File: config.mk
export PLATFORM = sky130hd
export DESIGN_NAME = imm_gen_pipe
export DESIGN_NICKNAME = d
export VERILOG_FILES = /design/src/rtl/imm_pkg.sv /design/src/rtl/imm_decode.sv /design/src/rtl/imm_gen_pipe.sv
export SDC_FILE = /design/constraint.sdc
export NUM_CORES = 1
export LEC_CHECK = 0
export ABC_AREA = 1
export BUFFER_PORTS_ARGS = -buffer_cell sky130_fd_sc_hd__buf_2
export CORE_MARGIN = 10
export CORE_UTILIZATION = 60
export CTS_BUF_LIST = sky130_fd_sc_hd__clkbuf_4 sky130_fd_sc_hd__clkbuf_8
export DETAILED_ROUTE_END_ITERATION = 8
export PLACE_DENSITY_LB_ADDON = 0.25
export SYNTH_ARGS = -nofsm -noshare
export SYNTH_HDL_FRONTEND = slang
export SYNTH_SLANG_ARGS = --single-unit
File: constraint.sdc
create_clock -name clk_i -period 11.9 [get_ports clk_i]
set_input_delay 1.785 -clock clk_i [delete_from_list [all_inputs] [get_ports clk_i]]
set_output_delay 1.785 -clock clk_i [all_outputs]
set_load 0.02 [all_outputs]
File: src/rtl/imm_pkg.sv
// ============================================================================
// Module      : imm_pkg
// Description : RV32 opcode constants and immediate-format encoding for imm_gen_pipe.
// Revision    : 1.0 - initial release
// ============================================================================
`default_nettype none

package imm_pkg;

  localparam logic [6:0] c_OPC_OP     = 7'b0110011;
  localparam logic [6:0] c_OPC_LOAD   = 7'b0000011;
  localparam logic [6:0] c_OPC_OPIMM  = 7'b0010011;
  localparam logic [6:0] c_OPC_JALR   = 7'b1100111;
  localparam logic [6:0] c_OPC_STORE  = 7'b0100011;
  localparam logic [6:0] c_OPC_BRANCH = 7'b1100011;
  localparam logic [6:0] c_OPC_LUI    = 7'b0110111;
  localparam logic [6:0] c_OPC_AUIPC  = 7'b0010111;
  localparam logic [6:0] c_OPC_JAL    = 7'b1101111;
  localparam logic [6:0] c_OPC_SYSTEM = 7'b1110011;

  typedef enum logic [2:0] {
    FMT_R   = 3'd0,
    FMT_I   = 3'd1,
    FMT_S   = 3'd2,
    FMT_B   = 3'd3,
    FMT_U   = 3'd4,
    FMT_J   = 3'd5,
    FMT_CSR = 3'd6,
    FMT_ILL = 3'd7
  } fmt_e;

endpackage

`default_nettype wire

File: src/rtl/imm_decode.sv
// ============================================================================
// Module      : imm_decode
// Description : Combinational RV32 immediate/format decoder, sign-extended to XLEN.
//               Macro IMM_GEN_ZICSR_EN enables the CSR (zimm) format.
// Revision    : 1.0 - initial release
// ============================================================================
`default_nettype none

module imm_decode
  import imm_pkg::*;
#(
  parameter int XLEN = 32
) (
  input  logic [31:0]     inst_i,
  output logic [XLEN-1:0] imm_o,
  output logic [2:0]      fmt_o,
  output logic            illegal_o
);

  logic [31:0] w_imm32;
  fmt_e        w_fmt;
  logic        w_illegal;

  always_comb begin
    w_imm32   = '0;
    w_fmt     = FMT_ILL;
    w_illegal = 1'b1;
    case (inst_i[6:0])
      c_OPC_OP: begin
        w_imm32   = 32'd4;
        w_fmt     = FMT_R;
        w_illegal = 1'b0;
      end
      c_OPC_LOAD, c_OPC_OPIMM, c_OPC_JALR: begin
        w_imm32   = {{20{inst_i[31]}}, inst_i[31:20]};
        w_fmt     = FMT_I;
        w_illegal = 1'b0;
      end
      c_OPC_STORE: begin
        w_imm32   = {{20{inst_i[31]}}, inst_i[31:25], inst_i[11:7]};
        w_fmt     = FMT_S;
        w_illegal = 1'b0;
      end
      c_OPC_BRANCH: begin
        w_imm32   = {{19{inst_i[31]}}, inst_i[31], inst_i[7], inst_i[30:25], inst_i[11:8], 1'b0};
        w_fmt     = FMT_B;
        w_illegal = 1'b0;
      end
      c_OPC_LUI, c_OPC_AUIPC: begin
        w_imm32   = {inst_i[31:12], 12'b0};
        w_fmt     = FMT_U;
        w_illegal = 1'b0;
      end
      c_OPC_JAL: begin
        w_imm32   = {{11{inst_i[31]}}, inst_i[31], inst_i[19:12], inst_i[20], inst_i[30:21], 1'b0};
        w_fmt     = FMT_J;
        w_illegal = 1'b0;
      end
      c_OPC_SYSTEM: begin
`ifdef IMM_GEN_ZICSR_EN
        w_imm32   = {27'b0, inst_i[19:15]};
        w_fmt     = FMT_CSR;
        w_illegal = 1'b0;
`else
        w_imm32   = '0;
        w_fmt     = FMT_ILL;
        w_illegal = 1'b1;
`endif
      end
      default: begin
        w_imm32   = '0;
        w_fmt     = FMT_ILL;
        w_illegal = 1'b1;
      end
    endcase
  end

  // Bit 31 of the 32-bit immediate is already the sign (zero for CSR zimm).
  assign imm_o     = XLEN'(signed'(w_imm32));
  assign fmt_o     = w_fmt;
  assign illegal_o = w_illegal;

endmodule

`default_nettype wire

File: src/rtl/imm_gen_pipe.sv
// ============================================================================
// Module      : imm_gen_pipe
// Description : Immediate generator with one output register plus a skid register.
//               Macro IMM_GEN_ZICSR_EN (in imm_decode) enables the CSR format.
// Revision    : 1.0 - initial release
// ============================================================================
`default_nettype none

module imm_gen_pipe
  import imm_pkg::*;
#(
  parameter int XLEN  = 32,
  parameter int TAG_W = 5
) (
  input  logic             clk_i,
  input  logic             rst_i,
  input  logic             flush_i,
  input  logic             in_valid_i,
  output logic             in_ready_o,
  input  logic [31:0]      inst_i,
  input  logic [XLEN-1:0]  pc_i,
  input  logic [TAG_W-1:0] tag_i,
  output logic             out_valid_o,
  input  logic             out_ready_i,
  output logic [XLEN-1:0]  imm_o,
  output logic [2:0]       fmt_o,
  output logic             illegal_o,
  output logic [XLEN-1:0]  pc_o,
  output logic [TAG_W-1:0] tag_o
);

  typedef struct packed {
    logic [XLEN-1:0]  imm;
    logic [2:0]       fmt;
    logic             illegal;
    logic [XLEN-1:0]  pc;
    logic [TAG_W-1:0] tag;
  } stage_t;

  stage_t w_in;
  logic   w_in_fire;

  stage_t out_q, out_d, skid_q, skid_d;
  logic   out_valid_q, out_valid_d, skid_valid_q, skid_valid_d;

  imm_decode #(.XLEN(XLEN)) u_decode (
    .inst_i    (inst_i),
    .imm_o     (w_in.imm),
    .fmt_o     (w_in.fmt),
    .illegal_o (w_in.illegal)
  );

  assign w_in.pc  = pc_i;
  assign w_in.tag = tag_i;

  // Ready is a direct flop output: the skid slot guarantees room for one more.
  assign in_ready_o = ~skid_valid_q;
  assign w_in_fire  = in_valid_i & ~skid_valid_q;

  always_comb begin
    out_d        = out_q;
    out_valid_d  = out_valid_q;
    skid_d       = skid_q;
    skid_valid_d = skid_valid_q;
    if (flush_i) begin
      out_valid_d  = 1'b0;
      skid_valid_d = 1'b0;
    end else if (!out_valid_q || out_ready_i) begin
      // Output slot frees this edge; the older skid entry wins it.
      if (skid_valid_q) begin
        out_d        = skid_q;
        out_valid_d  = 1'b1;
        skid_valid_d = 1'b0;
      end else if (w_in_fire) begin
        out_d       = w_in;
        out_valid_d = 1'b1;
      end else begin
        out_valid_d = 1'b0;
      end
    end else if (w_in_fire) begin
      skid_d       = w_in;
      skid_valid_d = 1'b1;
    end
  end

  always_ff @(posedge clk_i or posedge rst_i) begin
    if (rst_i) begin
      out_q        <= '0;
      out_valid_q  <= 1'b0;
      skid_q       <= '0;
      skid_valid_q <= 1'b0;
    end else begin
      out_q        <= out_d;
      out_valid_q  <= out_valid_d;
      skid_q       <= skid_d;
      skid_valid_q <= skid_valid_d;
    end
  end

  assign out_valid_o = out_valid_q;
  assign imm_o       = out_q.imm;
  assign fmt_o       = out_q.fmt;
  assign illegal_o   = out_q.illegal;
  assign pc_o        = out_q.pc;
  assign tag_o       = out_q.tag;

endmodule

`default_nettype wire
==> metrics.yaml <==
post_synth.cell_area_avg_um2: 8.05
via_count: 5845
grt_usage_pct: 20.4
ant_nets: 0
tns_ns: 0
via_per_inst: 5.22
wl_per_cell_um: 14.8
maxCapViolCount: 0
max_freq_mhz: 280
worst_pin_slew_ns: 0.890
grt_max_degree: 77
hold_start: "imm_o[12]$_DFFE_PP0P_"
worst-path-max-fanout: 57
p_leak_nw: 4.45
cts_hold_buf: 0
place_ws_ns: 7.88
synthesis.nets: 920
drt_iter0_drc: 732
drc: 0
period_needed_ns: 3.57
hold_ws_ns: 0.478
num_io_pins: 149
synth_seq_area_share_pct: 54.4
worstPathRequired_ns: 10.12
drive_gt1_share_pct: 20.6
final_net_count: 1041
cts_setup_buffers: 0
portBuffers: 148
end_kind: "primary output"
antenna_cells: 0
ys_top_cells_by_area: "dfrtp_1, nand2_1, o21ai_0"
ys_top_cells_by_count: "nand2_1, dfrtp_1, o21ai_0"
overflow: 0
worst_setup_path_start_kind: "flip-flop"
start_util_pct: 62.0
dpl.hpwl_um: 11100
setup_viol: 0
p_per_area_nw_per_um2: 162
use_met3_pct: 6.79
tritoncts: "built"
insertion_delay_ns: 0.44
met1_usage_pct: 26.8
grt_antenna_before_repair: 0
r2r-start: "skid_valid_q$_DFFE_PP0P_"
skew_ns: 0.00991
nFillCells: 890
yosys_register_bits: 148
yosysMostFrequentCell: "nand2_1"
num_rows: 38
async_flop_share_pct: 100
ys.warnings.count: 0
cts_resized: 0
die_area_um2: 16000
chipHeight_um: 127
synth_edf_count: 0
worst_slack_ns: 8.33
ys_types: 30
status: "completed"
final_max_slew_viol_count: 0
drt_pass1_iterations: 5
netlist_instances: 846
grt_setup_unrepaired: "false"
clockBufferDepth: 2
synth_area_um2: 6810
crit_arrival_ns: 1.79
crit_start: "skid_valid_q$_DFFE_PP0P_"
synth_top_cell_by_area: "dfrtp_1"
final_area_um2: 7960
htree_levels: 4
drt-total-wl_um: 16600
synthFlopType: "dfrtp_1"
synth_top_area_share_pct: 54.4
grt_pass1_vias: 5624
post_dp_cell_area_um2: 7510
fp.coreArea_um2: 11000
max-slew-margin-rel_pct: 40.6
busiest_layer: "met2"
min_path_type: "reg -> reg"
die_w_um: 127
post-route-period-util_pct: 30.0
grt_pass1_wl_um: 27400
cts_root_buf: "clkbuf_8"
vdd_drop_max_mv: 0.0899
area_growth_pct: 16.9
crit_type: "reg -> out"
place.gp.congestion: 0.898
finalHoldViolCount: 0
gr-usage-met2_pct: 31.7
clkTransAtPathRegs_ns: 0.08
cts.sinks: 148
numCtsBuffers: 17
registers in the layout, indices dropped and copies added, names as in the netlist:
signal,cells
fmt_o,3
illegal_o,1
imm_o,32
out_valid_o,1
pc_o,32
skid_q,73
skid_valid_q,1
tag_o,5
stage by stage:
stage / utilization, % / total power, mW / instances
floorplan: - / 0.779 / 846
global placement: 68.3 / 0.850 / 1088
detailed placement: 68.3 / 0.859 / 1088
CTS: 72.4 / 1.30 / 1120
global route: 72.4 / 1.35 / 1120
finish: 72.4 / 1.29 / 1120
routing by layer:
metal,part of all wire (%),vias up,wire [µm]
li1,-,2947,-
met1,44,2698,7290
met2,47,178,7820
met5,0,-,0
met4,1.4,0,225
met3,7.4,22,1230
report_power, final:
| part | total [mW] | internal [mW] | switching [mW] |
|---|---|---|---|
| Clock | 0.437 | 0.246 | 0.191 |
| Combinational | 0.219 | 0.0798 | 0.139 |
| Sequential | 0.630 | 0.586 | 0.0439 |
| Total | 1.29 | 0.912 | 0.374 |
path summary, 6_finish.rpt:
check,end,slack (ns),cells after the start
max,in_ready_o,8.33,2
min,imm_o[12]$_DFFE_PP0P_,0.48,2
max reg2reg,pc_o[4]$_DFFE_PP0P_,9.28,6
min reg2reg,imm_o[12]$_DFFE_PP0P_,0.48,2
max in group asynchronous,imm_o[21]$_DFFE_PP0P_,9.09,3
min in group asynchronous,pc_o[9]$_DFFE_PP0P_,1.44,2
placed cells by master (no fill, tap or decap), types with 3 or more instances in the layout:
| cell type | synthesis | routed |
|---|---|---|
| a21boi_1 | 5 | 5 |
| bufinv_16 | 0 | 4 |
| o21ai_0 | 93 | 93 |
| a31oi_1 | 16 | 16 |
| nand2_4 | 2 | 3 |
| or2_2 | 3 | 3 |
| a21oi_1 | 12 | 12 |
| buf_2 | 27 | 148 |
| o21ai_1 | 48 | 48 |
| clkbuf_8 | 0 | 19 |
| buf_4 | 6 | 6 |
| inv_1 | 60 | 59 |
| or2_0 | 4 | 4 |
| clkinvlp_4 | 0 | 3 |
| nand3_1 | 43 | 43 |
| dfrtp_1 | 148 | 148 |
| nor2_1 | 64 | 64 |
| nand2_1 | 279 | 279 |
| inv_6 | 0 | 3 |
area by class of cell:
cell class | count | area [µm²] | area share (%)
clock buffer | 21 | 277 | 3.48
clock inverter | 11 | 174 | 2.19
inverter | 63 | 243 | 3.05
multi-input combinational | 583 | 2600 | 32.7
sequential | 148 | 3700 | 46.5
tap | 140 | 175 | 2.20
timing repair buffer | 154 | 786 | 9.88
cell families (layout without fill, tap and decap cells):
kind of cell           Yosys count  after routing  synth area share, %
AND/OR/NAND/NOR                403            403                 24.0
AO/OA/AOI/OAI                  180            180                 14.1
flip-flops                     148            148                 54.4
buffers and inverters          115            249                 7.50
worst max-delay path, cell delays in order, from the launching register on:
cell and delay (ns):
dfrtp_1 0.39, clkinv_2 0.55, buf_2 0.39
Power figures use the tool's default switching activity.
